### src/rtl/mac_ctrl_pkg.sv
// mac_ctrl_pkg
//   Shared definitions for the MAC sequencer and the MAC demo datapath:
//   default operand/address widths and the sequencer state encoding.
package mac_ctrl_pkg;

    localparam int WIDTH_DEF  = 16;
    localparam int ADDR_W_DEF = 6;

    typedef enum logic [2:0] {
        ST_IDLE    = 3'd0,
        ST_CLEAR   = 3'd1,
        ST_RUN     = 3'd2,
        ST_DRAIN   = 3'd3,
        ST_CAPTURE = 3'd4,
        ST_HOLD    = 3'd5
    } state_t;

endpackage

### src/rtl/mac_addr_gen.sv
// mac_addr_gen
//   Tap counter plus address generation for one dot-product run.
//   Ports:
//     clk, reset      clock, async active-low reset
//     load            restart the tap counter at 0 (run accepted)
//     step            advance the tap counter (a read was issued this cycle)
//     en              drive addresses; outside a read they are forced to 0
//     len_m1, x_base  run parameters, already latched by the caller
//     k_addr, x_addr  coefficient / circular sample addresses
//     last            current tap is the final one (i == len_m1)
import mac_ctrl_pkg::*;

module mac_addr_gen #(
    parameter int ADDR_W = ADDR_W_DEF
) (
    input  logic              clk,
    input  logic              reset,
    input  logic              load,
    input  logic              step,
    input  logic              en,
    input  logic [ADDR_W-1:0] len_m1,
    input  logic [ADDR_W-1:0] x_base,
    output logic [ADDR_W-1:0] k_addr,
    output logic [ADDR_W-1:0] x_addr,
    output logic              last
);

    logic [ADDR_W-1:0] i_q, i_d;
    logic [ADDR_W-1:0] x_sum;

    always_comb begin
        i_d = i_q;
        if (load)      i_d = '0;
        else if (step) i_d = i_q + 1'b1;
    end

    always_ff @(posedge clk or negedge reset) begin
        if (!reset) i_q <= '0;
        else        i_q <= i_d;
    end

    // ADDR_W-bit sum: the sample buffer wraps silently at 2^ADDR_W.
    assign x_sum  = x_base + i_q;
    assign last   = (i_q == len_m1);
    assign k_addr = en ? i_q   : '0;
    assign x_addr = en ? x_sum : '0;

endmodule

### src/rtl/mac_seq_ctrl.sv
// mac_seq_ctrl
//   Runs one length-N dot product on the shared MAC cell: clear, stream N
//   coefficient/sample pairs, capture the accumulator, hold it for the consumer.
//   Ports:
//     clk, reset                  clock, async active-low reset
//     start, len_m1, x_base       run request (taken only while ready)
//     ready, busy                 status
//     rd_en, k_addr, x_addr       memory read port (data one cycle later)
//     k_data, x_data              memory read data
//     mac_clr, mac_ena            MAC control
//     mac_k, mac_x                MAC operands (zero when not accumulating)
//     acc_in                      MAC accumulator
//     result, result_valid,
//     result_ready                result handshake
import mac_ctrl_pkg::*;

module mac_seq_ctrl #(
    parameter int WIDTH  = WIDTH_DEF,
    parameter int ADDR_W = ADDR_W_DEF
) (
    input  logic                 clk,
    input  logic                 reset,
    input  logic                 start,
    input  logic [ADDR_W-1:0]    len_m1,
    input  logic [ADDR_W-1:0]    x_base,
    output logic                 ready,
    output logic                 busy,
    output logic                 rd_en,
    output logic [ADDR_W-1:0]    k_addr,
    output logic [ADDR_W-1:0]    x_addr,
    input  logic [WIDTH-1:0]     k_data,
    input  logic [WIDTH-1:0]     x_data,
    output logic                 mac_clr,
    output logic                 mac_ena,
    output logic [WIDTH-1:0]     mac_k,
    output logic [WIDTH-1:0]     mac_x,
    input  logic [2*WIDTH-1:0]   acc_in,
    output logic [2*WIDTH-1:0]   result,
    output logic                 result_valid,
    input  logic                 result_ready
);

    state_t              state_q, state_d;
    logic [ADDR_W-1:0]   len_q, len_d;
    logic [ADDR_W-1:0]   xb_q, xb_d;
    logic                mac_ena_q, mac_ena_d;
    logic [2*WIDTH-1:0]  result_q, result_d;
    logic                result_valid_q, result_valid_d;
    logic                accept;
    logic                last;

    assign accept  = (state_q == ST_IDLE) && start;
    assign ready   = (state_q == ST_IDLE);
    assign busy    = (state_q != ST_IDLE) && (state_q != ST_HOLD);
    assign rd_en   = (state_q == ST_CLEAR) || (state_q == ST_RUN);
    assign mac_clr = (state_q == ST_CLEAR);

    always_comb begin
        state_d        = state_q;
        len_d          = len_q;
        xb_d           = xb_q;
        result_d       = result_q;
        result_valid_d = result_valid_q;
        unique case (state_q)
            ST_IDLE: begin
                if (start) begin
                    len_d   = len_m1;
                    xb_d    = x_base;
                    state_d = ST_CLEAR;
                end
            end
            ST_CLEAR:   state_d = (len_q != '0) ? ST_RUN : ST_DRAIN;
            ST_RUN:     if (last) state_d = ST_DRAIN;
            ST_DRAIN:   state_d = ST_CAPTURE;
            ST_CAPTURE: begin
                // Final accumulate landed on the edge entering this state.
                result_d       = acc_in;
                result_valid_d = 1'b1;
                state_d        = ST_HOLD;
            end
            ST_HOLD: begin
                // start is not looked at here, so a coincident start is dropped.
                if (result_ready) begin
                    result_valid_d = 1'b0;
                    state_d        = ST_IDLE;
                end
            end
            default:    state_d = ST_IDLE;
        endcase
    end

    // Read data arrives one cycle after rd_en, so enable follows it by one.
    assign mac_ena_d = rd_en;

    always_ff @(posedge clk or negedge reset) begin
        if (!reset) begin
            state_q        <= ST_IDLE;
            len_q          <= '0;
            xb_q           <= '0;
            mac_ena_q      <= 1'b0;
            result_q       <= '0;
            result_valid_q <= 1'b0;
        end else begin
            state_q        <= state_d;
            len_q          <= len_d;
            xb_q           <= xb_d;
            mac_ena_q      <= mac_ena_d;
            result_q       <= result_d;
            result_valid_q <= result_valid_d;
        end
    end

    mac_addr_gen #(.ADDR_W(ADDR_W)) u_addr_gen (
        .clk    (clk),
        .reset  (reset),
        .load   (accept),
        .step   (rd_en),
        .en     (rd_en),
        .len_m1 (len_q),
        .x_base (xb_q),
        .k_addr (k_addr),
        .x_addr (x_addr),
        .last   (last)
    );

    assign mac_ena      = mac_ena_q;
    assign mac_k        = mac_ena_q ? k_data : '0;
    assign mac_x        = mac_ena_q ? x_data : '0;
    assign result       = result_q;
    assign result_valid = result_valid_q;

endmodule

### config.mk
export PLATFORM = sky130hd
export DESIGN_NAME = mac_seq_ctrl
export DESIGN_NICKNAME = d
export VERILOG_FILES = /design/src/rtl/mac_ctrl_pkg.sv /design/src/rtl/mac_addr_gen.sv /design/src/rtl/mac_seq_ctrl.sv
export SDC_FILE = /design/constraint.sdc
export NUM_CORES = 1
export LEC_CHECK = 0
export ABC_AREA = 1
export BUFFER_PORTS_ARGS = -buffer_cell sky130_fd_sc_hd__clkbuf_2
export CAP_MARGIN = 15
export CORE_UTILIZATION = 30
export DETAILED_ROUTE_END_ITERATION = 6
export SKIP_CTS_REPAIR_TIMING = 1
export SLEW_MARGIN = 20
export SYNTH_ARGS = -nofsm -noshare
export SYNTH_HDL_FRONTEND = slang
export SYNTH_SLANG_ARGS = --single-unit
### constraint.sdc
create_clock -name clk -period 2.15 [get_ports clk]
set_input_delay 0.1075 -clock clk [delete_from_list [all_inputs] [get_ports clk]]
set_output_delay 0.1075 -clock clk [all_outputs]
set_load 0.1 [all_outputs]
==> results.py <==
metrics = {
    "global_routing": {
        "first_global_vias": 2646,
        "grt_usage_pct": 15.1,
        "met1_usage_pct": 15.5,
        "met3_usage_pct": 5.20,
        "use_met2_pct": 29.0,
        "gr-total-overflow": 0,
        "grt_max_degree": 35,
        "grt_pass1_wl_um": 11700,
        "antenna_found_initial": 0,
        "grt-busiest-layer": "met2",
    },
    "sta": {
        "hold_viol_final": 1,
        "finalClockSkew_ns": 0.0127,
        "slew_viol_final": 0,
        "fmax_mhz": 460,
        "layout_min_cycle_time_ns": 2.17,
        "setup_ws_ns": -0.0231,
        "fin_hold_ws_ns": -0.00908,
        "slew_headroom_pct": 62.9,
        "fin_crit_sh_pct": 101,
        "worst_pin_slew_ns": 0.559,
        "rsz0062_at_grt": "true",
        "finalSetupViolCount": 1,
    },
    "yosys": {
        "ys.flop_type": "dfrtp_1",
        "avgSynthCellArea_sq_um": 8.75,
        "synth_common_cells": "nand2_1 (93), inv_1 (60), dfrtp_1 (55)",
        "synthArstFlopShare_pct": 100,
        "netlist.area_leader.share_pct": 48.1,
        "ys_seq_area_share_pct": 48.1,
        "yosysMostFrequentCell": "nand2_1",
        "syn-cell-area_sq_mm": 0.00286,
        "synth_edf_count": 0,
        "synth_nets": 414,
        "ys_seq_elements": 55,
        "ys.warnings.count": 0,
        "synth_cells": 327,
        "yosys-top-cells-area": "dfrtp_1 (48%), mux2_2 (13%), nand2_1 (12%)",
        "synthDistinctLibCells": 29,
        "synth_top_cell_by_area": "dfrtp_1",
    },
    "placed_design": {
        "hpwl_um": 5940,
        "port_buffers": 161,
        "gp_congestion": 0.818,
        "dpl_worst_slack_ns": 0.0810,
    },
    "job": {
        "maxCapViolations": 0,
    },
    "critical_path": {
        "critPathKind": "reg2out",
        "r2r_cells": 7,
        "critPathRequiredTime_ns": 2.04,
        "cp.arrival_ns": 2.07,
        "cp-start-kind": "flip-flop",
        "cp_max_fo": 4,
        "endpoint_kind": "primary output",
    },
    "die": {
        "start_util_pct": 31.0,
        "die_area_sq_mm": 0.00993,
        "die_h_um": 99.6,
        "core_area_sq_mm": 0.00924,
        "die_x_um": 99.6,
        "rows": 35,
        "io_pins": 162,
    },
    "cts": {
        "root_buffer": "clkbuf_8",
        "htreeDepth": 2,
        "cts_num_sinks": 55,
        "clockBufferDepth": 2,
        "cts_made_buffers": 5,
        "clk_latency_ns": 0.32,
        "cts_tree": "built",
        "cts.clk_slew.worst_paths_ns": 0.11,
    },
    "routing": {
        "drc_errors": 0,
        "wire_per_inst_um": 11.7,
        "routed_wl_um": 7440,
        "final_antenna_net_count": 0,
        "vias": 2735,
        "drtIter0Drc": 63,
        "viasPerCell": 4.32,
        "firstDrtPassIters": 4,
    },
    "outcome": {
        "outcome": "complete, but fails checks",
        "violations": "negative hold slack, negative setup slack",
    },
    "hold_path": {
        "hp-class": "in2reg",
        "min_path_cells": 3,
    },
    "layout": {
        "fillers": 918,
        "nets": 590,
        "antenna_cells": 0,
        "drive_above_1_share_pct": 48.4,
        "area_delta_synth_final_pct": 46.8,
        "final_core_util_pct": 45.4,
    },
}
## registers in the layout, indices dropped and copies added (netlist names)
register,cells
result,32
len_q,6
u_addr_gen.i_q,6
xb_q,6
state_q,3
mac_ena,1
result_valid,1
## logic make-up (layout without fill, tap and decap cells)
logic type | after synthesis | after routing | share of synthesized area [%]
buffers and inverters | 74 | 251 | 11.5
adders and majority gates | 7 | 7 | 3.32
and+or+nand+nor | 134 | 134 | 19.4
xor gates and xnor gates | 2 | 2 | 0.613
AOI/OAI and AO/OA | 23 | 23 | 4.42
muxes | 32 | 32 | 12.6
DFF | 55 | 55 | 48.1
## path summary, 6_finish.rpt
path                                          startpoint  slack (ns)                            end
min in group asynchronous                          reset        0.14         result[26]$_DFFE_PN0P_
min reg2reg                          xb_q[5]$_DFFE_PN0P_        0.52            xb_q[5]$_DFFE_PN0P_
min                                            x_base[2]      -0.009            xb_q[2]$_DFFE_PN0P_
max                        u_addr_gen.i_q[0]$_DFFE_PN0P_       -0.02                      x_addr[4]
max reg2reg                       state_q[2]$_DFFE_PN0P_        0.48  u_addr_gen.i_q[3]$_DFFE_PN0P_
max in group asynchronous                          reset        1.46          result[7]$_DFFE_PN0P_
## cell usage in the layout, fill, tap and decap left out, types with 2 or more instances in the layout
master         netlist  final
nand2_2              1      3
inv_2                3      4
mux2_2              32     32
nand4_1              3      3
a21oi_4              0      2
dlygate4sd3_1        0      7
nand3_1              6      6
a21oi_1              6      4
nor2_4               2      3
inv_6                0      2
ha_4                 0      3
dfrtp_1             55     55
nor3_1               5      4
o21ai_1              3      5
nor2_2               2      9
clkbuf_2             0    150
inv_1               60     59
buf_4                2     16
nand2_1             93     91
clkbuf_8             2      5
buf_12               0      5
o21ai_0             11      8
ha_1                 6      2
nor2_1              20     12
## per-layer routing
| layer | wire length, um | up-vias | part of all wire [%] |
|---|---|---|---|
| met2 | 3660 | 141 | 49 |
| met3 | 712 | 8 | 9.6 |
| met4 | 81 | 0 | 1.1 |
| li1 | - | 1354 | - |
| met5 | 0 | - | 0 |
| met1 | 2990 | 1232 | 40 |
## area by class of cell
class                   instances  area (sq um)  area share, %
flip-flops and latches         55          1380           32.8
inverters                      64           241           5.75
clock inverters                 3          26.3          0.626
multi-input cells             198          1270           30.3
clock buffers                   5          68.8           1.64
well taps                     129           161           3.84
repair buffers                179          1050           25.1
## critical path, stage by stage, from the launching register on
cell     delay, ns
dfrtp_1       0.44
ha_4          0.19
fa_2          0.36
nand2_2       0.07
inv_2         0.04
o21ai_2       0.13
nand2_2       0.08
buf_6         0.11
a21oi_4       0.13
buf_12        0.19
## stage by stage
stage	instances	TNS, ns	instance area, sq um
6_report	633	-0.0231	4200
5_1_grt	633	-0.236	4200
4_1_cts	623	-0.316	4040
3_5_place_dp	615	0	3940
3_3_place_gp	615	0	3940
2_1_floorplan	327	-0.301	2910
Power is not shown: default switching activity piles up to over one toggle a cycle in this logic, so the estimate is an artifact.
